<file path="config.mk">
export PLATFORM = sky130hd
export DESIGN_NAME = cache_mem_arbiter
export DESIGN_NICKNAME = d
export VERILOG_FILES = /design/src/rtl/cache_pkg.sv /design/src/rtl/cache_rr_arbiter.sv /design/src/rtl/cache_mem_arbiter.sv
export SDC_FILE = /design/constraint.sdc
export NUM_CORES = 1
export LEC_CHECK = 0
export ABC_CLOCK_PERIOD_IN_PS = 2800
export CORE_AREA = 2 2 238 240
export DETAILED_ROUTE_END_ITERATION = 10
export DIE_AREA = 0 0 240 242
export PLACE_DENSITY = 0.86
export SLEW_MARGIN = 20
export SYNTH_ARGS = -nofsm -noshare
export SYNTH_HDL_FRONTEND = slang
export SYNTH_HIERARCHICAL = 1
export SYNTH_SLANG_ARGS = --single-unit
</file>
<file path="constraint.sdc">
create_clock -name clk -period 2.8 [get_ports clk]
set_clock_uncertainty 0.1 [all_clocks]
set_input_delay 0.28 -clock clk [delete_from_list [all_inputs] [get_ports clk]]
set_output_delay 0.28 -clock clk [all_outputs]
set_load 0.01 [all_outputs]
</file>
<file path="src/rtl/cache_pkg.sv">
// Shared constants, types and the arbiter state encoding for the cache/RAM arbiter.
package cache_pkg;

  localparam int unsigned DEF_RAM_ADDRESS_BITS = 10;
  localparam int unsigned DEF_DATA_BITS        = 32;
  localparam int unsigned DEF_BLOCK_BITS       = 2;
  localparam int unsigned DEF_BLOCK_SIZE       = 32'(1) << DEF_BLOCK_BITS;

  typedef logic [DEF_DATA_BITS-1:0] word_t;
  typedef word_t block_t [DEF_BLOCK_SIZE];

  typedef enum logic [1:0] {
    IDLE,
    WRITE,
    READ,
    RESP
  } arb_state_e;

endpackage

</file>
<file path="src/rtl/cache_rr_arbiter.sv">
// Two-way grant selection. Round-robin with a last_grant register by default;
// fixed priority (requester 0 wins) when CACHE_ARB_FIXED_PRIO_EN is defined.
module cache_rr_arbiter (
`ifndef CACHE_ARB_FIXED_PRIO_EN
  input  logic       clk,
  input  logic       reset_n,
  input  logic       grant_en,
`endif
  input  logic [1:0] req,
  output logic       grant_c,
  output logic       grant_valid_c
);

`ifndef CACHE_ARB_FIXED_PRIO_EN
  logic last_grant;

  // On a tie pick the requester that was not granted last time.
  always_comb begin
    grant_valid_c = |req;
    grant_c       = 1'b0;
    if (req == 2'b11) begin
      grant_c = ~last_grant;
    end else begin
      grant_c = req[1];
    end
  end

  // Remember who was served; reset to 1 so requester 0 wins the first tie.
  always_ff @(posedge clk or negedge reset_n) begin
    if (!reset_n) begin
      last_grant <= 1'b1;
    end else if (grant_en) begin
      last_grant <= grant_c;
    end
  end
`else
  // Requester 0 always wins.
  always_comb begin
    grant_valid_c = |req;
    grant_c       = req[1] & ~req[0];
  end
`endif

endmodule

</file>
<file path="src/rtl/cache_mem_arbiter.sv">
// Shares one word-wide RAM port between the instruction cache (0) and data
// cache (1), serializing block refills/write-backs into single-word accesses.
// Optional macro: CACHE_ARB_FIXED_PRIO_EN selects fixed priority arbitration.
module cache_mem_arbiter
  import cache_pkg::*;
#(
  parameter  int unsigned RAM_ADDRESS_BITS = DEF_RAM_ADDRESS_BITS,
  parameter  int unsigned DATA_BITS        = DEF_DATA_BITS,
  parameter  int unsigned BLOCK_BITS       = DEF_BLOCK_BITS,
  localparam int unsigned BLOCK_SIZE       = 32'(1) << BLOCK_BITS
) (
  input  logic                                    clk,
  input  logic                                    reset_n,
  input  logic [1:0]                              req_valid,
  input  logic [1:0][RAM_ADDRESS_BITS-1:0]        req_address,
  input  logic [1:0]                              req_read_en,
  input  logic [1:0]                              req_write_en,
  input  logic [1:0][BLOCK_SIZE-1:0][DATA_BITS-1:0] req_write_data,
  output logic [1:0]                              mem_valid,
  output logic [1:0][BLOCK_SIZE-1:0][DATA_BITS-1:0] mem_data,
  output logic [RAM_ADDRESS_BITS-1:0]             ram_address,
  output logic                                    ram_read_en,
  output logic                                    ram_write_en,
  output logic [DATA_BITS-1:0]                    ram_write_data,
  input  logic                                    ram_ready,
  input  logic                                    ram_rvalid,
  input  logic [DATA_BITS-1:0]                    ram_rdata
);

  localparam logic [BLOCK_BITS-1:0]       LAST_IDX    = BLOCK_BITS'(BLOCK_SIZE - 1);
  localparam logic [RAM_ADDRESS_BITS-1:0] OFFSET_MASK = RAM_ADDRESS_BITS'(BLOCK_SIZE - 1);

  arb_state_e                  state;
  logic                        grant_q;
  logic [RAM_ADDRESS_BITS-1:0] base_q;
  logic [BLOCK_BITS-1:0]       issue_cnt;
  logic [BLOCK_BITS-1:0]       ret_cnt;
  logic [DATA_BITS-1:0]        wblk_q [BLOCK_SIZE];
  logic [DATA_BITS-1:0]        rbuf_q [BLOCK_SIZE];

  logic                        grant_c;
  logic                        grant_valid_c;
  logic [BLOCK_BITS-1:0]       issue_nxt_c;
  logic [BLOCK_BITS-1:0]       ret_nxt_c;
  logic [RAM_ADDRESS_BITS-1:0] win_base_c;

  assign issue_nxt_c = issue_cnt + BLOCK_BITS'(1);
  assign ret_nxt_c   = ret_cnt + BLOCK_BITS'(1);
  assign win_base_c  = req_address[grant_c] & ~OFFSET_MASK;

`ifndef CACHE_ARB_FIXED_PRIO_EN
  logic grant_en_c;
  assign grant_en_c = (state == IDLE) && grant_valid_c;
`endif

  cache_rr_arbiter u_arb (
`ifndef CACHE_ARB_FIXED_PRIO_EN
    .clk           (clk),
    .reset_n       (reset_n),
    .grant_en      (grant_en_c),
`endif
    .req           (req_valid),
    .grant_c       (grant_c),
    .grant_valid_c (grant_valid_c)
  );

  // Transfer sequencer: latch winner, stream words to/from RAM, pulse completion.
  always_ff @(posedge clk or negedge reset_n) begin
    if (!reset_n) begin
      state          <= IDLE;
      grant_q        <= 1'b0;
      base_q         <= '0;
      issue_cnt      <= '0;
      ret_cnt        <= '0;
      mem_valid      <= '0;
      mem_data       <= '0;
      ram_address    <= '0;
      ram_read_en    <= 1'b0;
      ram_write_en   <= 1'b0;
      ram_write_data <= '0;
      for (int unsigned j = 0; j < BLOCK_SIZE; j++) begin
        wblk_q[BLOCK_BITS'(j)] <= '0;
        rbuf_q[BLOCK_BITS'(j)] <= '0;
      end
    end else begin
      mem_valid <= '0;
      case (state)
        IDLE: begin
          if (grant_valid_c) begin
            grant_q        <= grant_c;
            base_q         <= win_base_c;
            issue_cnt      <= '0;
            ret_cnt        <= '0;
            ram_address    <= win_base_c;
            ram_write_data <= req_write_data[grant_c][0];
            for (int unsigned j = 0; j < BLOCK_SIZE; j++) begin
              wblk_q[BLOCK_BITS'(j)] <= req_write_data[grant_c][BLOCK_BITS'(j)];
            end
            // Write wins when both op bits are set.
            if (req_write_en[grant_c]) begin
              state        <= WRITE;
              ram_write_en <= 1'b1;
            end else if (req_read_en[grant_c]) begin
              state       <= READ;
              ram_read_en <= 1'b1;
            end else begin
              state              <= RESP;
              mem_valid[grant_c] <= 1'b1;
            end
          end
        end

        WRITE: begin
          if (ram_ready) begin
            issue_cnt <= issue_nxt_c;
            if (issue_cnt == LAST_IDX) begin
              ram_write_en       <= 1'b0;
              state              <= RESP;
              mem_valid[grant_q] <= 1'b1;
            end else begin
              ram_address    <= base_q | RAM_ADDRESS_BITS'(issue_nxt_c);
              ram_write_data <= wblk_q[issue_nxt_c];
            end
          end
        end

        READ: begin
          // Issue side: back-to-back reads while words remain.
          if (ram_read_en && ram_ready) begin
            issue_cnt <= issue_nxt_c;
            if (issue_cnt == LAST_IDX) begin
              ram_read_en <= 1'b0;
            end else begin
              ram_address <= base_q | RAM_ADDRESS_BITS'(issue_nxt_c);
            end
          end
          // Return side: in-order data, last word goes straight to mem_data.
          if (ram_rvalid) begin
            rbuf_q[ret_cnt] <= ram_rdata;
            ret_cnt         <= ret_nxt_c;
            if (ret_cnt == LAST_IDX) begin
              state              <= RESP;
              mem_valid[grant_q] <= 1'b1;
              for (int unsigned j = 0; j < BLOCK_SIZE; j++) begin
                mem_data[grant_q][BLOCK_BITS'(j)] <=
                  (BLOCK_BITS'(j) == ret_cnt) ? ram_rdata : rbuf_q[BLOCK_BITS'(j)];
              end
            end
          end
        end

        RESP: begin
          state <= IDLE;
        end

        default: begin
          state <= IDLE;
        end
      endcase
    end
  end

endmodule
</file>
==> reports/metrics.cfg, run 1 <==
[placed_design]
dp_hpwl_mm=54.5
gp_congestion=0.922
io_buffers=615
place_ws_ps=268
dpl_cell_area_um2=32100

[clock_network]
cts_buffer_depth=3
clock-sinks=574
path_clk_slew_ps=70
tritoncts=built
postCtsSetupRepairBufs=0
clock_latency_ps=610
clockRootBuffer=clkbuf_16
cts_resized=0
cts_made_buffers=57
htreeDepth=2

[global_routing]
gr-max-usage-layer=met2
grt_first_pass_wirelength_mm=117
grtUsageTotal_pct=26.0
grt_util_met2_pct=44.8
grtUsageMet1_pct=30.2
grt_max_degree=86
grt_util_met3_pct=6.05
grt_remaining_overflow=0
grt_pass1_vias=20400
antenna_found_initial=12

[job]
maxCapViolations=0

[yosys]
ys_seq_elements=574
syn_avg_cell_area_um2=11.7
async_flop_share_pct=100
seq_area_frac_synth_pct=58.0
netlist_instances=2112
synth_edf_count=0
synth_cell_type_count=40
syn-num-nets=2439
ys_warn_count=6
ys.flop_type=dfrtp_1
post_synth_instance_area_um2=24700

[critical_path]
critPathMaxFanout=11
cp-end-kind=register
crit_type=register to register
regToRegEndpoint=ram_address[3]
cp.arrival_ps=2800
critPathLaunchType=register
crit_buf_inv=1
crit_slowest_cell=dfrtp_1
r2r_setup_slack_ps=380
cp_top_family=compound AO/OA/AOI/OAI gates
slowest_delay_ps=420
cp.depth=6
r2r-start=state[0]
path_cells=inv_1 -> ha_1 -> nor2b_1 -> a2111o_1 -> a21o_1 -> mux2_4
cp.required_ps=3180
reg2reg_depth=6

[final_layout]
area_growth_pct=37.5
fin_area_um2=34000
fill_cells=4195
drive_gt1_share_pct=15.0
nets=3029
layout_common_cells=clkdlybuf4s50_1, dfrtp_1, nand2_1
layout_commonest_cell=clkdlybuf4s50_1

[pwr]
combPwrFrac_pct=35.4
sequentialPowerShare_pct=39.5
p_sw_share_pct=32.7
intPower_mw=20.9
p_leak_nw=14.7
power.clock.fraction_pct=25.1
total_power_mw=31.0
peakVddDrop_mv=0.556
p_per_area_nw_per_um2=912
p_sw_mw=10.2

[route]
first_pass_iters=5
avgRoutedWirePerCell_um=21.7
wirelength_mm=76.2
drt_iter0_markers=1368
route.detailed.vias_per_inst=5.50
vias=19300
ant_nets=0
route.detailed.drc=0

[die]
fp.dieW_um=240
die_h_um=242
io_pins=620
core_area_um2=55700
start_util_pct=44.4
rows=87
die_area_um2=58100

[run_status]
status=finished, final reports clean

[timing]
layout_setup_ws_ps=384
min_period_ps=2420
timing.setup.tns_ps=0
slew_violations=0
worst_pin_slew_ps=778
setup_viol=0
hold_viol_final=0
fin_crit_sh_pct=86.3
max_slew_margin_pct=48.1
clock.fmax_mhz=414
rsz0062_at_grt=no

[worst_hold_path]
hold_path_class=input port to asynchronous set/reset pin

cells in the mapped netlist (all sizes together) (2+ instances only):
cell	number	area share (%)
o311ai	2	0.071
ha	9	0.46
clkbuf	84	1.3
mux4	32	2.9
nand3	10	0.20
or2	2	0.051
mux2	203	9.4
dfrtp	573	58
a22o	3	0.11
mux2i	264	11
buf	70	1.4
nand2	304	4.6
a21oi	108	2.2
nor2b	2	0.051
inv	8	0.12
nor2	112	1.7
nand2b	3	0.076
o21ai	304	6.1
nor3	2	0.040
nand4	3	0.076
how the worst max path moves through the flow:
stage          slack, ps         start        endpoint
6_report             380      state[0]  ram_address[3]
5_1_grt              210      state[0]  ram_address[2]
4_1_cts              410      state[0]  ram_address[3]
3_5_place_dp         270  req_valid[0]  ram_address[7]
3_3_place_gp         350  req_valid[0]  ram_address[7]
2_1_floorplan        670      state[0]  ram_address[2]
registers in the layout (all words and copies together) (netlist names):
| signal | count |
|---|---|
| base_q | 8 |
| grant_q | 1 |
| issue_cnt | 2 |
| mem_data | 256 |
| mem_valid | 2 |
| ram_address | 10 |
| ram_read_en | 1 |
| ram_write_data | 32 |
| ram_write_en | 1 |
| rbuf_q | 128 |
| ret_cnt | 2 |
| state | 2 |
| u_arb/last_grant | 1 |
| wblk_q | 128 |
cell families (layout without fill, tap and decap cells):
logic type      after synthesis  after routing  share of synthesized area, %
compound gates              428            428                          8.89
fa+ha+maj                     9              9                         0.455
buf+inv                     162            798                          2.78
flops                       574            574                          58.0
mux                         499            499                          23.0
other cells                   0              9                             0
simple gates                440            440                          6.86
routing by layer:
layer,routed length (um),vias to the layer above,part of all wire [%]
met1,28200,9689,37
met4,3820,2,5.0
li1,-,8568,-
met2,38300,898,50
met5,14,-,0.018
met3,5870,175,7.7
timing repair:
action / in CTS / in global routing
hold buffers: 1 / 0
endpoints found under the hold margin: 59 / 0
endpoints found under the setup margin: 0 / 0
metrics by stage:
stage,util [%],hold WS (ps),cells
after floorplan,-,-116,2112
after global placement,57.6,252,3398
after detailed placement,57.6,252,3398
after CTS,61.0,175,3504
after global routing,61.1,209,3513
final,61.1,195,3513
cell type report:
class	instances	area, um2	share of cell area (%)
Sequential cell	574	14400	42.2
Multi-Input combinational cell	1376	9740	28.6
Timing Repair Buffer	685	7010	20.6
Clock buffer	83	1660	4.86
Tap cell	756	946	2.78
Clock inverter	22	251	0.739
Inverter	8	30.0	0.0883
Antenna cell	9	22.5	0.0662
worst reg2reg max path, cell delays in order (launching register included):
cell	delay [ps]
dfrtp_1	420
inv_1	110
ha_1	390
nor2b_1	340
a2111o_1	170
a21o_1	420
mux2_4	350
power groups by stage:
stage	sequential, mW	combinational, mW	clock, mW
3_3_place_gp	12.1	10.5	0
2_1_floorplan	12.2	6.54	0
5_1_grt	12.5	11.9	8.26
6_report	12.3	11.0	7.78
3_5_place_dp	12.3	10.9	0
4_1_cts	12.2	11.0	7.90
(Power assumes the default switching activity.)
==> run 2, diff against run 1 <==
ABC_CLOCK_PERIOD_IN_PS = 2200   (was 2800)
PLACE_DENSITY = 0.88   (was 0.86)
clock period = 2.2 ns   (was 2.8 ns; I/O delays follow)
==> run 2 against run 1 <==
Against the previous run:
- sequential power is 28% higher
- final cell count increased by 1.8%
- sequential share of layout area decreased by 0.63 points
- non-clock buffer count is 61 higher
- largest power group unchanged
==> reports/metrics.cfg, run 2 (synthesis gave the netlist of run 1 again) <==
[clock_network]
htreeDepth=2  ; unchanged
clock-sinks=574  ; unchanged
cts_buffer_depth=3  ; unchanged
tritoncts=built
postCtsSetupRepairBufs=0  ; unchanged
clockRootBuffer=clkbuf_16
path_clk_slew_ps=60  ; about the same
cts_made_buffers=57  ; unchanged
clock_latency_ps=620  ; about the same

[route]
route.detailed.drc=0  ; unchanged
vias=19700  ; +1.8%
first_pass_iters=7  ; +2
drt_iter0_markers=1460  ; +6.7%
route.top_layer_used=met5
wirelength_mm=77.4  ; +1.5%
met2WireLength_mm=39.3  ; +2.6%
ant_nets=0  ; unchanged
route.detailed.vias_per_inst=5.50  ; about the same
wl_met3_mm=5.88  ; +0.17%
routedLengthMet1_mm=28.3  ; +0.39%
avgRoutedWirePerCell_um=21.7  ; -0.22%

[timing]
fin_crit_sh_pct=95.5  ; +9.2 points
layout_setup_ws_ps=98.8  ; -285 ps
max_slew_margin_pct=62.3  ; +14 points
clock.fmax_mhz=476  ; +15%
setup_viol=0  ; unchanged
timing.setup.tns_ps=0  ; unchanged
min_period_ps=2100  ; -315 ps
worst_pin_slew_ps=565  ; -213 ps
hold_viol_final=0  ; unchanged
rsz0062_at_grt=no
slew_violations=0  ; unchanged

[global_routing]
antenna_found_initial=12  ; unchanged
grt_max_degree=126  ; +47%
grt_first_pass_wirelength_mm=119  ; +1.9%
grtUsageTotal_pct=26.4  ; +0.40 points
grt_remaining_overflow=0  ; unchanged
grt_pass1_vias=20700  ; +1.4%

[critical_path]
critPathLaunchType=register
crit_type=register to register
crit_slowest_cell=a2111o_1
critPathMaxFanout=8  ; -3
slowest_delay_ps=430  ; about the same
cp-end-kind=register
cp.arrival_ps=2490  ; -310 ps
path_cells=inv_1 -> ha_1 -> nor2b_1 -> a2111o_1 -> a21o_2 -> mux2_4
cp.required_ps=2590  ; -590 ps

[final_layout]
register_area_um2=14400  ; unchanged
stdcell_count=3575  ; +1.8%
fill_cells=4025  ; -4.1%
largest_reg_flops=256  ; unchanged
area_growth_pct=39.6
drive_gt1_share_pct=16.7  ; +1.7 points
top_regs=mem_data: 256 flops, rbuf_q: 128 flops, wblk_q: 128 flops
layout_commonest_cell=clkdlybuf4s50_1
nets=3090  ; +2.0%
layout_common_cells=clkdlybuf4s50_1, dfrtp_1, nand2_1
multi_input_area_um2=9740  ; about the same
largest-register=mem_data
fin_area_um2=34500  ; +1.5%

[die]
die_h_um=242  ; unchanged
fp.dieW_um=240  ; unchanged
rows=87  ; unchanged
io_pins=620  ; unchanged
start_util_pct=44.4  ; unchanged
die_area_um2=58100  ; unchanged
core_area_um2=55700  ; unchanged

[placed_design]
dpl_cell_area_um2=32600  ; +1.5%
gp_congestion=0.890  ; -3.4%
place_ws_ps=-101  ; -369 ps
dp_cells=3459  ; +1.8%
io_buffers=615  ; unchanged
dp_hpwl_mm=55.6  ; +2.0%

[job]
maxCapViolations=0  ; unchanged

[pwr]
p_per_area_nw_per_um2=1160  ; +28%
peakVddDrop_mv=0.774  ; +39%
p_leak_nw=15.0  ; +2.1%

[run_status]
status=finished, final reports clean

[worst_hold_path]
hold_path_class=input port to asynchronous set/reset pin

run 2: report_power, final:
| part | total (mW) | switching (mW) | leakage [nW] | internal, mW |
|---|---|---|---|---|
| clock network | 9.96 | 4.22 | 0.929 | 5.74 |
| logic | 14.5 | 7.01 | 6.66 | 7.52 |
| registers | 15.7 | 1.96 | 7.39 | 13.7 |
| total | 40.2 | 13.2 | 15.0 | 27.0 |
run 2: layer usage:
metal	up-vias	global-route usage [%]
li1	8674	-
met1	9843	30.4
met2	956	46.4
met3	201	5.47
met4	4	13.2
met5	-	0
run 2: layout make-up:
class                      count  area share, %
inverter                       8         0.0869
multi-input combinational   1376           28.2
antenna                       10         0.0725
clock buffer                  91           4.88
clock inverter                14          0.688
tap                          756           2.74
timing repair buffer         746           21.7
sequential                   574           41.6
run 2: per-stage QoR:
stage | total power [mW] | utilization (%) | hold slack (ps)
finish | 40.2 | 62.0 | 56.1
global route | 42.1 | 62.0 | 81.7
CTS | 40.3 | 61.9 | 53.0
detailed placement | 30.1 | 58.4 | 120
global placement | 29.2 | 58.4 | 116
floorplan | 23.8 | - | -176
run 2: worst paths after layout:
check	start	endpoint	slack, ps	depth (start not counted)
max	state[1]	ram_address[8]	100	6
min	reset_n	rbuf_q[51]	60	2
max reg2reg	state[1]	ram_address[8]	100	6
min reg2reg	mem_data[236]	mem_data[236]	380	2
max in group asynchronous	reset_n	mem_data[67]	990	4
min in group clk	req_write_data[64]	wblk_q[32]	140	3
run 2: repair_timing:
item | 4_1_cts | 5_1_grt
hold endpoints to repair | 391 | 0
hold buffers | 1 | 0
gates resized for setup | 0 | 3
setup endpoints to repair | 0 | 11
run 2: critical path: cells and delay by family (launching register included):
family	cells	cell delay, ps
AO/OA/AOI/OAI	2	740
flip-flops	1	390
multiplexers	1	330
adder cells (fa/ha/maj)	1	200
AND/OR/NAND/NOR	1	140
buffers and inverters	1	90
==> run 3, diff against run 2 <==
HOLD_SLACK_MARGIN = 0.05   (was default)
==> results of run 3 <==
The final DEF is identical to that of run 2; final timing and power are the same.
